File: src/rtl/alu_commit_arbiter_if.sv
// rtl/alu_commit_arbiter_if.sv - ALU result, writeback and trap signal bundle for the commit arbiter
interface alu_commit_arbiter_if #(
  parameter int N_UNITS    = 4,
  parameter int XLEN       = 32,
  parameter int REG_ADDR_W = 5
);
  localparam int IDX_W = $clog2(N_UNITS);

  logic [N_UNITS-1:0]            unit_valid;
  logic [N_UNITS*XLEN-1:0]       unit_res;
  logic [N_UNITS*REG_ADDR_W-1:0] unit_rd;
  logic [N_UNITS-1:0]            unit_error;
  logic [N_UNITS-1:0]            unit_clear;
  logic                          wb_en;
  logic [REG_ADDR_W-1:0]         wb_rd;
  logic [XLEN-1:0]               wb_data;
  logic                          exc_valid;
  logic [IDX_W-1:0]              exc_unit;
  logic                          exc_ack;
  logic                          flush;
  logic                          halted;

  // ALU side plus trap logic: produces results and control, consumes grants/writes.
  modport master (
    output unit_valid, unit_res, unit_rd, unit_error, exc_ack, flush,
    input  unit_clear, wb_en, wb_rd, wb_data, exc_valid, exc_unit, halted
  );

  // Arbiter side.
  modport slave (
    input  unit_valid, unit_res, unit_rd, unit_error, exc_ack, flush,
    output unit_clear, wb_en, wb_rd, wb_data, exc_valid, exc_unit, halted
  );
endinterface

File: src/rtl/alu_commit_arbiter.sv
// rtl/alu_commit_arbiter.sv - round-robin commit arbiter from ALU units to the register-file write port
module alu_commit_arbiter #(
  parameter int N_UNITS    = 4,
  parameter int XLEN       = 32,
  parameter int REG_ADDR_W = 5
) (
  input logic                 clk,
  input logic                 rst_n,
  alu_commit_arbiter_if.slave io_bus
);
  localparam int IDX_W = $clog2(N_UNITS);

  typedef enum logic [0:0] {
    ST_RUN  = 1'b0,
    ST_HALT = 1'b1
  } state_t;

  state_t                r_state;
  state_t                w_state_nxt;
  logic [IDX_W-1:0]      r_rr_ptr;
  logic [N_UNITS-1:0]    r_mask;
  logic                  r_wb_en;
  logic [REG_ADDR_W-1:0] r_wb_rd;
  logic [XLEN-1:0]       r_wb_data;
  logic                  r_exc_valid;
  logic [IDX_W-1:0]      r_exc_unit;

  logic [N_UNITS-1:0]    w_eligible;
  logic                  w_grant_vld;
  logic [IDX_W-1:0]      w_grant_idx;
  logic [IDX_W:0]        w_probe;
  logic [XLEN-1:0]       w_sel_res;
  logic [REG_ADDR_W-1:0] w_sel_rd;
  logic                  w_sel_err;
  logic                  w_do_write;
  logic [IDX_W-1:0]      w_ptr_nxt;

  // A unit may compete only in RUN, outside a flush, and if it was not granted last cycle
  // (the mask hides a unit that has not yet dropped valid after its clear).
  always_comb begin
    w_eligible = io_bus.unit_valid & ~r_mask
               & {N_UNITS{(r_state == ST_RUN) && !io_bus.flush}};
  end

  // Round-robin search starting at rr_ptr; the probe index wraps modulo N_UNITS.
  always_comb begin
    w_grant_vld = 1'b0;
    w_grant_idx = '0;
    w_probe     = '0;
    for (int k = 0; k < N_UNITS; k++) begin
      w_probe = {1'b0, r_rr_ptr} + (IDX_W+1)'(k);
      if (w_probe >= (IDX_W+1)'(N_UNITS)) begin
        w_probe = w_probe - (IDX_W+1)'(N_UNITS);
      end
      if (!w_grant_vld && w_eligible[w_probe[IDX_W-1:0]]) begin
        w_grant_vld = 1'b1;
        w_grant_idx = w_probe[IDX_W-1:0];
      end
    end
  end

  // Mux out the granted unit's result and derive the commit decision.
  always_comb begin
    w_sel_res  = io_bus.unit_res[int'(w_grant_idx)*XLEN +: XLEN];
    w_sel_rd   = io_bus.unit_rd[int'(w_grant_idx)*REG_ADDR_W +: REG_ADDR_W];
    w_sel_err  = io_bus.unit_error[w_grant_idx];
    w_do_write = w_grant_vld && !w_sel_err && (w_sel_rd != '0);
    w_ptr_nxt  = (w_grant_idx == IDX_W'(N_UNITS-1)) ? '0 : w_grant_idx + 1'b1;
  end

  // Grant/clear goes back to the unit in the same cycle; forced low while in reset.
  always_comb begin
    io_bus.unit_clear = '0;
    if (w_grant_vld && rst_n) begin
      io_bus.unit_clear = N_UNITS'(1) << w_grant_idx;
    end
  end

  // FSM state register.
  always_ff @(posedge clk or negedge rst_n) begin
    if (!rst_n) begin
      r_state <= ST_RUN;
    end else begin
      r_state <= w_state_nxt;
    end
  end

  // FSM next state: a faulty commit halts; ack or flush resumes; flush always wins.
  always_comb begin
    w_state_nxt = r_state;
    if (io_bus.flush) begin
      w_state_nxt = ST_RUN;
    end else begin
      case (r_state)
        ST_RUN:  if (w_grant_vld && w_sel_err) w_state_nxt = ST_HALT;
        ST_HALT: if (io_bus.exc_ack)           w_state_nxt = ST_RUN;
        default: w_state_nxt = ST_RUN;
      endcase
    end
  end

  // Registered commit: write pulse, exception pulse, pointer advance and one-cycle mask.
  always_ff @(posedge clk or negedge rst_n) begin
    if (!rst_n) begin
      r_wb_en     <= 1'b0;
      r_wb_rd     <= '0;
      r_wb_data   <= '0;
      r_exc_valid <= 1'b0;
      r_exc_unit  <= '0;
      r_rr_ptr    <= '0;
      r_mask      <= '0;
    end else begin
      r_wb_en     <= w_do_write;
      r_exc_valid <= w_grant_vld && w_sel_err;
      if (w_do_write) begin
        r_wb_rd   <= w_sel_rd;
        r_wb_data <= w_sel_res;
      end
      if (w_grant_vld && w_sel_err) begin
        r_exc_unit <= w_grant_idx;
      end
      if (w_grant_vld) begin
        r_rr_ptr <= w_ptr_nxt;
        r_mask   <= N_UNITS'(1) << w_grant_idx;
      end else begin
        r_mask   <= '0;
      end
    end
  end

  assign io_bus.wb_en     = r_wb_en;
  assign io_bus.wb_rd     = r_wb_rd;
  assign io_bus.wb_data   = r_wb_data;
  assign io_bus.exc_valid = r_exc_valid;
  assign io_bus.exc_unit  = r_exc_unit;
  assign io_bus.halted    = (r_state == ST_HALT);
endmodule

File: src/flat_wrapper.sv
// flat-port wrapper written by rule: the top's interface ports become plain ports
module alu_commit_arbiter_flat 
#(
  parameter int N_UNITS    = 4,
  parameter int XLEN       = 32,
  parameter int REG_ADDR_W = 5
)
  (clk, rst_n, io_bus_unit_valid, io_bus_unit_res, io_bus_unit_rd, io_bus_unit_error, io_bus_exc_ack, io_bus_flush, io_bus_unit_clear, io_bus_wb_en, io_bus_wb_rd, io_bus_wb_data, io_bus_exc_valid, io_bus_exc_unit, io_bus_halted);
  alu_commit_arbiter_if #(.N_UNITS(N_UNITS), .XLEN(XLEN), .REG_ADDR_W(REG_ADDR_W)) io_bus_i ();
  input logic clk;
  input logic rst_n;
  input wire logic [$bits(io_bus_i.unit_valid)-1:0] io_bus_unit_valid;
  input wire logic [$bits(io_bus_i.unit_res)-1:0] io_bus_unit_res;
  input wire logic [$bits(io_bus_i.unit_rd)-1:0] io_bus_unit_rd;
  input wire logic [$bits(io_bus_i.unit_error)-1:0] io_bus_unit_error;
  input wire logic [$bits(io_bus_i.exc_ack)-1:0] io_bus_exc_ack;
  input wire logic [$bits(io_bus_i.flush)-1:0] io_bus_flush;
  output wire logic [$bits(io_bus_i.unit_clear)-1:0] io_bus_unit_clear;
  output wire logic [$bits(io_bus_i.wb_en)-1:0] io_bus_wb_en;
  output wire logic [$bits(io_bus_i.wb_rd)-1:0] io_bus_wb_rd;
  output wire logic [$bits(io_bus_i.wb_data)-1:0] io_bus_wb_data;
  output wire logic [$bits(io_bus_i.exc_valid)-1:0] io_bus_exc_valid;
  output wire logic [$bits(io_bus_i.exc_unit)-1:0] io_bus_exc_unit;
  output wire logic [$bits(io_bus_i.halted)-1:0] io_bus_halted;
  assign io_bus_i.unit_valid = io_bus_unit_valid;
  assign io_bus_i.unit_res = io_bus_unit_res;
  assign io_bus_i.unit_rd = io_bus_unit_rd;
  assign io_bus_i.unit_error = io_bus_unit_error;
  assign io_bus_i.exc_ack = io_bus_exc_ack;
  assign io_bus_i.flush = io_bus_flush;
  assign io_bus_unit_clear = io_bus_i.unit_clear;
  assign io_bus_wb_en = io_bus_i.wb_en;
  assign io_bus_wb_rd = io_bus_i.wb_rd;
  assign io_bus_wb_data = io_bus_i.wb_data;
  assign io_bus_exc_valid = io_bus_i.exc_valid;
  assign io_bus_exc_unit = io_bus_i.exc_unit;
  assign io_bus_halted = io_bus_i.halted;
  alu_commit_arbiter #(.N_UNITS(N_UNITS), .XLEN(XLEN), .REG_ADDR_W(REG_ADDR_W)) u_core (.clk(clk), .rst_n(rst_n), .io_bus(io_bus_i));
endmodule
File: config.mk
export PLATFORM = sky130hd
export DESIGN_NAME = alu_commit_arbiter_flat
export DESIGN_NICKNAME = d
export VERILOG_FILES = /design/src/rtl/alu_commit_arbiter_if.sv /design/src/rtl/alu_commit_arbiter.sv /design/src/flat_wrapper.sv
export SDC_FILE = /design/constraint.sdc
export NUM_CORES = 1
export LEC_CHECK = 0
export CAP_MARGIN = 25
export CORE_UTILIZATION = 34
export CTS_CLUSTER_DIAMETER = 150
export CTS_CLUSTER_SIZE = 10
export DETAILED_ROUTE_END_ITERATION = 7
export GPL_TIMING_DRIVEN = 0
export PLACE_DENSITY = 0.78
export SLEW_MARGIN = 20
export SYNTH_ARGS = -nofsm -noshare
export SYNTH_HDL_FRONTEND = slang
export SYNTH_SLANG_ARGS = --single-unit
File: constraint.sdc
create_clock -name clk -period 3.45 [get_ports clk]
set_input_delay 0.8625 -clock clk [delete_from_list [all_inputs] [get_ports clk]]
set_output_delay 0.8625 -clock clk [all_outputs]
set_load 0.02 [all_outputs]
Yosys cells after proc, flatten, opt, wreduce, memory -nomap -nowiden
Index checks and enable logic that the tools add are counted.
Operators by class
  add/subtract/negate cells: 8
  $mul: 1
  divide/modulo/power cells: 0
  $lt $le $gt $ge: 9
  equality and inequality tests: 1
  shift operators: 3
  mux-type cells: 29
  bitwise logic cells: 4
  reduce and logical (&&, ||, !) cells: 14
Operators with widths (count)
  $shiftx A128 B8 Y32: 1
  $shiftx A20 B32 Y5: 1
  $mux W2: 9
  $lt A2 B3 Y1 const B: 5
  $mux W1: 12
  $bmux W1 S2: 5
  $ge A3 B3 Y1 const B: 3
  $and A4 B4 Y4: 2
  $logic_and A1 B1 Y1: 8
  $mux W4: 2
  $sub A2 B1 Y2 const B: 4
  $add A2 B2 Y3 const B: 2
  $logic_not A1 Y1: 5
  $mul A2 B3 Y5 const B: 1
  $reduce_bool A5 Y1: 1
  $not A4 Y4: 1
  $shl A1 B2 Y4 const A: 1
  $add A2 B1 Y3 const B: 1
  $ge A2 B3 Y1 const B: 1
  $add A2 B1 Y2 const B: 1
  $eq A2 B2 Y1 const B: 1
  $pmux W1 S2: 1
  $not A1 Y1: 1
Storage, ports and cells
  register bits after elaboration: 48
  latch bits: 0
  RAM bits: 0
  memory bits (read-only): 0
  bits of input ports: 160
  output and inout port bits: 46
  memories: 0

Logic depth before layout (Yosys ltp)
  word-level depth: 21
  mapped depth: 12
  mapped depth without buffers: 8

Least setup slack after synthesis
OpenSTA, ideal clock, no wires.
  kind: input -> output
  start: in io_bus_unit_valid[1]
  end: out io_bus_unit_clear[2]
  arrival: 2.842 ns
  slack: -0.254 ns
  stages: 8
  path buffers: 3
  cell sequence: nor4b_4 > o311a_1 > o2111ai_1 > buf_2 > buf_1 > buf_1 > ha_1 > and3_1
Between the ends
  longest elaborated chain between the ends: 16
RTL lines
  start: declaration: line flat_wrapper.sv:12  | input wire logic [$bits(io_bus_i.unit_valid)-1:0] io_bus_unit_valid;
  $and A4 B4 Y4 (*): line alu_commit_arbiter.sv:41  | w_eligible = io_bus.unit_valid & ~r_mask
  $and A4 B4 Y4 (*): line alu_commit_arbiter.sv:42  | & {N_UNITS{(r_state == ST_RUN) && !io_bus.flush}};
  $bmux W1 S2: line alu_commit_arbiter.sv:55  | if (!w_grant_vld && w_eligible[w_probe[IDX_W-1:0]]) begin
  $mux W1 (not written as such): line alu_commit_arbiter.sv:55
  $mux W1: line alu_commit_arbiter.sv:55
  $logic_not A1 Y1: line alu_commit_arbiter.sv:55
  $logic_and A1 B1 Y1: line alu_commit_arbiter.sv:55
  $mux W1: line alu_commit_arbiter.sv:55
  $logic_not A1 Y1: line alu_commit_arbiter.sv:55
  $logic_and A1 B1 Y1: line alu_commit_arbiter.sv:55
  $mux W1: line alu_commit_arbiter.sv:55
  $logic_not A1 Y1: line alu_commit_arbiter.sv:55
  $logic_and A1 B1 Y1: line alu_commit_arbiter.sv:55
  $mux W2 / $mux W1 (equally long branches): line alu_commit_arbiter.sv:55
  $shl A1 B2 Y4 / $logic_and A1 B1 Y1 (equally long branches): line alu_commit_arbiter.sv:75, alu_commit_arbiter.sv:74
  $mux W4 (*): line alu_commit_arbiter.sv:74  | if (w_grant_vld && rst_n) begin
  end: declaration: line flat_wrapper.sv:18  | output wire logic [$bits(io_bus_i.unit_clear)-1:0] io_bus_unit_clear;
Mark *: on every way between the ends. The rest lies on a longest branch, timed or not. The select of a mux whose other input is x is not followed.

Final worst setup path
  start: in io_bus_flush
  end: out io_bus_unit_clear[2]
Between the ends
  longest elaborated chain between the ends: 17
RTL lines
  start: declaration: line flat_wrapper.sv:17  | input wire logic [$bits(io_bus_i.flush)-1:0] io_bus_flush;
  $logic_not A1 Y1 (*): line alu_commit_arbiter.sv:42
  $logic_and A1 B1 Y1 (*): line alu_commit_arbiter.sv:42
  $and A4 B4 Y4 (*): line alu_commit_arbiter.sv:42
  $bmux W1 S2: line alu_commit_arbiter.sv:55
  $mux W1 (not written as such): line alu_commit_arbiter.sv:55
  $mux W1: line alu_commit_arbiter.sv:55
  $logic_not A1 Y1: line alu_commit_arbiter.sv:55
  $logic_and A1 B1 Y1: line alu_commit_arbiter.sv:55
  $mux W1: line alu_commit_arbiter.sv:55
  $logic_not A1 Y1: line alu_commit_arbiter.sv:55
  $logic_and A1 B1 Y1: line alu_commit_arbiter.sv:55
  $mux W1: line alu_commit_arbiter.sv:55
  $logic_not A1 Y1: line alu_commit_arbiter.sv:55
  $logic_and A1 B1 Y1: line alu_commit_arbiter.sv:55
  $mux W2 / $mux W1 (equally long branches): line alu_commit_arbiter.sv:55
  $shl A1 B2 Y4 / $logic_and A1 B1 Y1 (equally long branches): line alu_commit_arbiter.sv:75, alu_commit_arbiter.sv:74
  $mux W4 (*): line alu_commit_arbiter.sv:74
Marks and branches as above.

==> flow_summary.rst <==
.. list-table::
   :header-rows: 1

   * - Metric
     - Value
   * - Total number of placement rows
     - 35
   * - Weighted congestion at the end of routability-driven global placement
     - 0.8163
   * - Detail-routed via count per cell
     - 5.080
   * - CP Data Arrival Time
     - 2.51 ns
   * - Number of setup violations in the final report
     - 0
   * - First-pass GRT wire length
     - 19010 um
   * - Class of the tightest hold or removal check
     - flip-flop to flip-flop
   * - Remaining antenna violation count after routing
     - 0
   * - Result of the run
     - completed
   * - Slew of the pin with the lowest slew margin
     - 0.6658 ns
   * - Number of max-slew violations in the final report
     - 0
   * - Total Routed Length
     - 12260 um
   * - Cell Count, Final, Fillers Out
     - around 750
   * - Logic pwr share
     - 0.616
   * - Post-route standard cell area excluding fillers
     - 5887 sq um
   * - Switching part of the total
     - 0.3845
   * - Category of the worst setup path capture point
     - output port
   * - Starting DRT DRC Count
     - ~110
   * - Number of placed instances, taps included
     - a little over 700
   * - Total Die Area
     - 9997 sq um
   * - Static power due to leakage
     - 2.586 nW
   * - Half-perimeter wire length after detailed placement
     - approximately 9300 um
   * - Largest net degree at the start of global routing
     - 53
   * - Number of synthesized register bits
     - between 40 and 50
   * - Setup slack at placement
     - -1.580 ns
   * - Antenna diode count
     - 0
   * - Post-detailed-route wirelength per cell
     - 16.40 um
   * - Aggregate global routing overflow
     - 0
   * - Count of synthesis-stage warnings from yosys
     - 0
   * - Largest stage delay on the critical path
     - roughly 0.32 ns
   * - Number of buffer and inverter instances along the worst setup path
     - 5
   * - Share of total power in sequential cells
     - 0.271
   * - Setup Skew
     - ~0.0059 ns
   * - Worst-case setup margin in the final layout
     - around 0.082 ns
   * - Count of mapped cells out of synthesis
     - 390
   * - Internal Power
     - 2.227 mW
   * - Reported net switching power
     - 1.391 mW
   * - Worst voltage drop across the vdd grid
     - 0.2721 mV
   * - Mapped Avg Cell Area
     - 8.370 sq um
   * - Cell-by-cell listing of the critical path
     - buf_6 -> nor4b_4 -> o311a_1 -> o2111ai_2 -> buf_6 -> buf_8 -> buf_8 -> ha_2 -> and3_4 -> buf_6
   * - Post-route worst hold slack
     - 0.4903 ns
   * - Cell type with the highest occurrence count on the critical path
     - sky130_fd_sc_hd__buf_6
   * - Count of unresolved DRC violations after routing
     - 0
   * - TNS Setup
     - 0 ns
   * - TritonRoute pass-1 iters
     - 4
   * - Endpoints failing hold
     - 0
   * - Critical path peak fanout
     - 5
   * - # IOs
     - just over 200
   * - Fraction of layout cells with a size suffix above 1
     - 0.1664
   * - Filler cell count in the final layout
     - 807
   * - Count of different cell masters after synthesis
     - 35
   * - Gr usage total
     - 0.2442
   * - Fraction of power consumed by the clock network
     - 0.113
   * - P per Cell Area
     - 614.6 nW/um^2
   * - CTS H-tree depth
     - 2
   * - Layout Nets
     - approximately 780
   * - Type of origin of the critical path
     - input port
   * - Clock tree from TritonCTS
     - built
   * - Top cell family by delay on the critical path
     - buffers and inverters
   * - Vias
     - 3800
   * - Critical Setup Path Class
     - input port to output port
   * - Peak clock frequency supported by timing
     - 296.9 MHz
   * - Sequential cell area fraction in the yosys report
     - 0.3680
   * - Vias in the first global route
     - 3938
   * - Deepest clock path buffer count
     - 2
   * - Vertical extent of the die
     - 99.99 um
   * - Synthesized Nets
     - 554
   * - Required time worst endpoint
     - 2.59 ns
   * - Relative area change from synthesis to final layout
     - 80.34%
   * - Summed instance area of the synthesized netlist
     - 3264 sq um
   * - Starting utilization of the core area
     - 0.3516
   * - Setup repair after global routing missed its margin
     - false
   * - Post-route clock period utilization
     - 0.9764
   * - Count of max-cap constraint violations
     - 0
   * - Max stage delay cell, worst path
     - sky130_fd_sc_hd__nor4b_4
   * - Die Width
     - about 100 um
   * - Number of input and output port buffers inserted
     - about 200
   * - Inserted Clock Buffers
     - 5
   * - Core footprint
     - roughly 9300 sq um
   * - Insertion delay of the later-clocked pin in the worst-skew pair
     - 0.30 ns
   * - Sink count of the clock tree
     - 48
   * - Antenna violations before repair
     - 0
   * - Clock slew at reported path FFs
     - roughly 0.090 ns
   * - Post-placement cell area
     - 5483 sq um
   * - Final critical delay including setup and external delays
     - 3.368 ns
   * - Buffer cell driving the clock tree root
     - sky130_fd_sc_hd__clkbuf_8
   * - Worst-case headroom to the max-slew limit
     - 0.5561
[cell usage in the layout, fill, tap and decap left out, types with 5 or more instances in the layout]
| cell type | n |
|---|---|
| sky130_fd_sc_hd__clkbuf_8 | 5 |
| sky130_fd_sc_hd__and3_1 | 32 |
| sky130_fd_sc_hd__buf_4 | 21 |
| sky130_fd_sc_hd__clkdlybuf4s50_1 | 195 |
| sky130_fd_sc_hd__o21ai_0 | 8 |
| sky130_fd_sc_hd__and3_4 | 5 |
| sky130_fd_sc_hd__mux2_2 | 18 |
| sky130_fd_sc_hd__inv_1 | 8 |
| sky130_fd_sc_hd__mux2_4 | 14 |
| sky130_fd_sc_hd__dfrtp_1 | 48 |
| sky130_fd_sc_hd__clkbuf_1 | 12 |
| sky130_fd_sc_hd__nand2_1 | 147 |
| sky130_fd_sc_hd__a31oi_1 | 32 |
| sky130_fd_sc_hd__buf_6 | 9 |
[worst min-delay path: cells and delay by family, from the launching register on]
family	cells	cell delay (ns)
AND/OR/NAND/NOR	1	0.05
flip-flops	1	0.36
AO/OA/AOI/OAI	1	0.06
[per-stage QoR]
step | power (mW) | util
global placement | 3.023 | 0.5908
detailed placement | 3.059 | 0.5906
floorplan | 2.113 | -
global route | 3.827 | 0.6341
finish | 3.618 | 0.6341
CTS | 3.630 | 0.6354
[Yosys cell counts, drive strengths merged]
library cell	instances	area, sq um
dfrtp	48	1201
o2111ai	2	17.52
o31ai	1	7.510
nor4b	2	47.55
mux2i	2	20.02
and3b	1	8.760
mux4	3	67.56
inv	10	37.54
a21oi	4	20.02
a21boi	1	7.510
o311a	1	10.01
nand2	147	551.8
nor2	4	15.01
o32ai	1	8.760
ha	4	50.05
nor3	3	15.01
nor2b	3	26.27
nand2b	3	18.77
and2	4	25.02
clkbuf	15	56.30
a22oi	1	7.510
a32oi	3	26.28
or3	2	12.51
a31oi	32	200.2
buf	15	110.1
and3	37	231.5
o41a	1	11.26
mux2	32	412.9
o21ai	8	40.04
[metal layers]
layer  vias to the layer above  wire length, um  track usage
li1                       1794                -            -
met5                         -                0            0
met4                         0              384      0.09699
met2                       176             6151       0.4440
met3                        34              896      0.05153
met1                      1796             4831       0.2791
[cells by family after synthesis]
family,share of synthesized area
AO/OA/AOI/OAI,0.1092
adder cells (fa/ha/maj),0.01533
buffers and inverters,0.06247
flip-flops,0.3680
multiplexers,0.1533
AND/OR/NAND/NOR,0.2917
[state kept, by name, indices dropped and copies added, names as in the netlist]
| name | count |
|---|---|
| u_core.r_mask | 4 |
| u_core.io_bus.exc_valid | 1 |
| u_core.r_rr_ptr | 2 |
| u_core.io_bus.halted | 1 |
| u_core.io_bus.wb_en | 1 |
| u_core.io_bus.exc_unit | 2 |
| u_core.io_bus.wb_data | 32 |
| u_core.io_bus.wb_rd | 5 |
[path summary, 6_finish.rpt]
| path | slack [ns] | cells past startpoint | endpoint | from |
|---|---|---|---|---|
| max | 0.08 | 10 | io_bus_unit_clear[2] | io_bus_flush |
| min | 0.49 | 2 | u_core.io_bus.exc_unit[1] | u_core.io_bus.exc_unit[1] |
| min reg2reg | 0.49 | 2 | u_core.io_bus.exc_unit[1] | u_core.io_bus.exc_unit[1] |
| max in group asynchronous | 2.41 | 1 | u_core.io_bus.wb_data[17] | rst_n |
| max reg2reg | 0.40 | 10 | u_core.io_bus.wb_data[2] | u_core.io_bus.halted |
| min in group asynchronous | 0.57 | 1 | u_core.io_bus.wb_rd[1] | rst_n |
[layout make-up]
class,instances,area (sq um),area share
clock inverters,2,35.03,0.005951
flip-flops and latches,48,1201,0.2040
well taps,129,161.4,0.02742
repair buffers,224,2182,0.3707
clock buffers,6,72.57,0.01233
plain buffers,27,239.0,0.04060
inverters,10,41.29,0.007014
multi-input cells,302,1954,0.3320
[power groups by stage]
| stage | Clock (mW) | Sequential (mW) | Combinational [mW] |
|---|---|---|---|
| 2_1_floorplan | 0 | 1.27 | 0.845 |
| 3_3_place_gp | 0 | 0.968 | 2.06 |
| 3_5_place_dp | 0 | 0.979 | 2.08 |
| 4_1_cts | 0.416 | 0.976 | 2.24 |
| 5_1_grt | 0.443 | 1.01 | 2.38 |
| 6_report | 0.408 | 0.979 | 2.23 |
[what timing repair did]
item / CTS / global route
hold buffers: 0 / 0
resized for setup: 80 / 6
pin swaps: 8 / 5
setup endpoints to repair: 41 / 4
buffers inserted: 18 / 1
No activity file was read; power rests on OpenSTA's default activity.
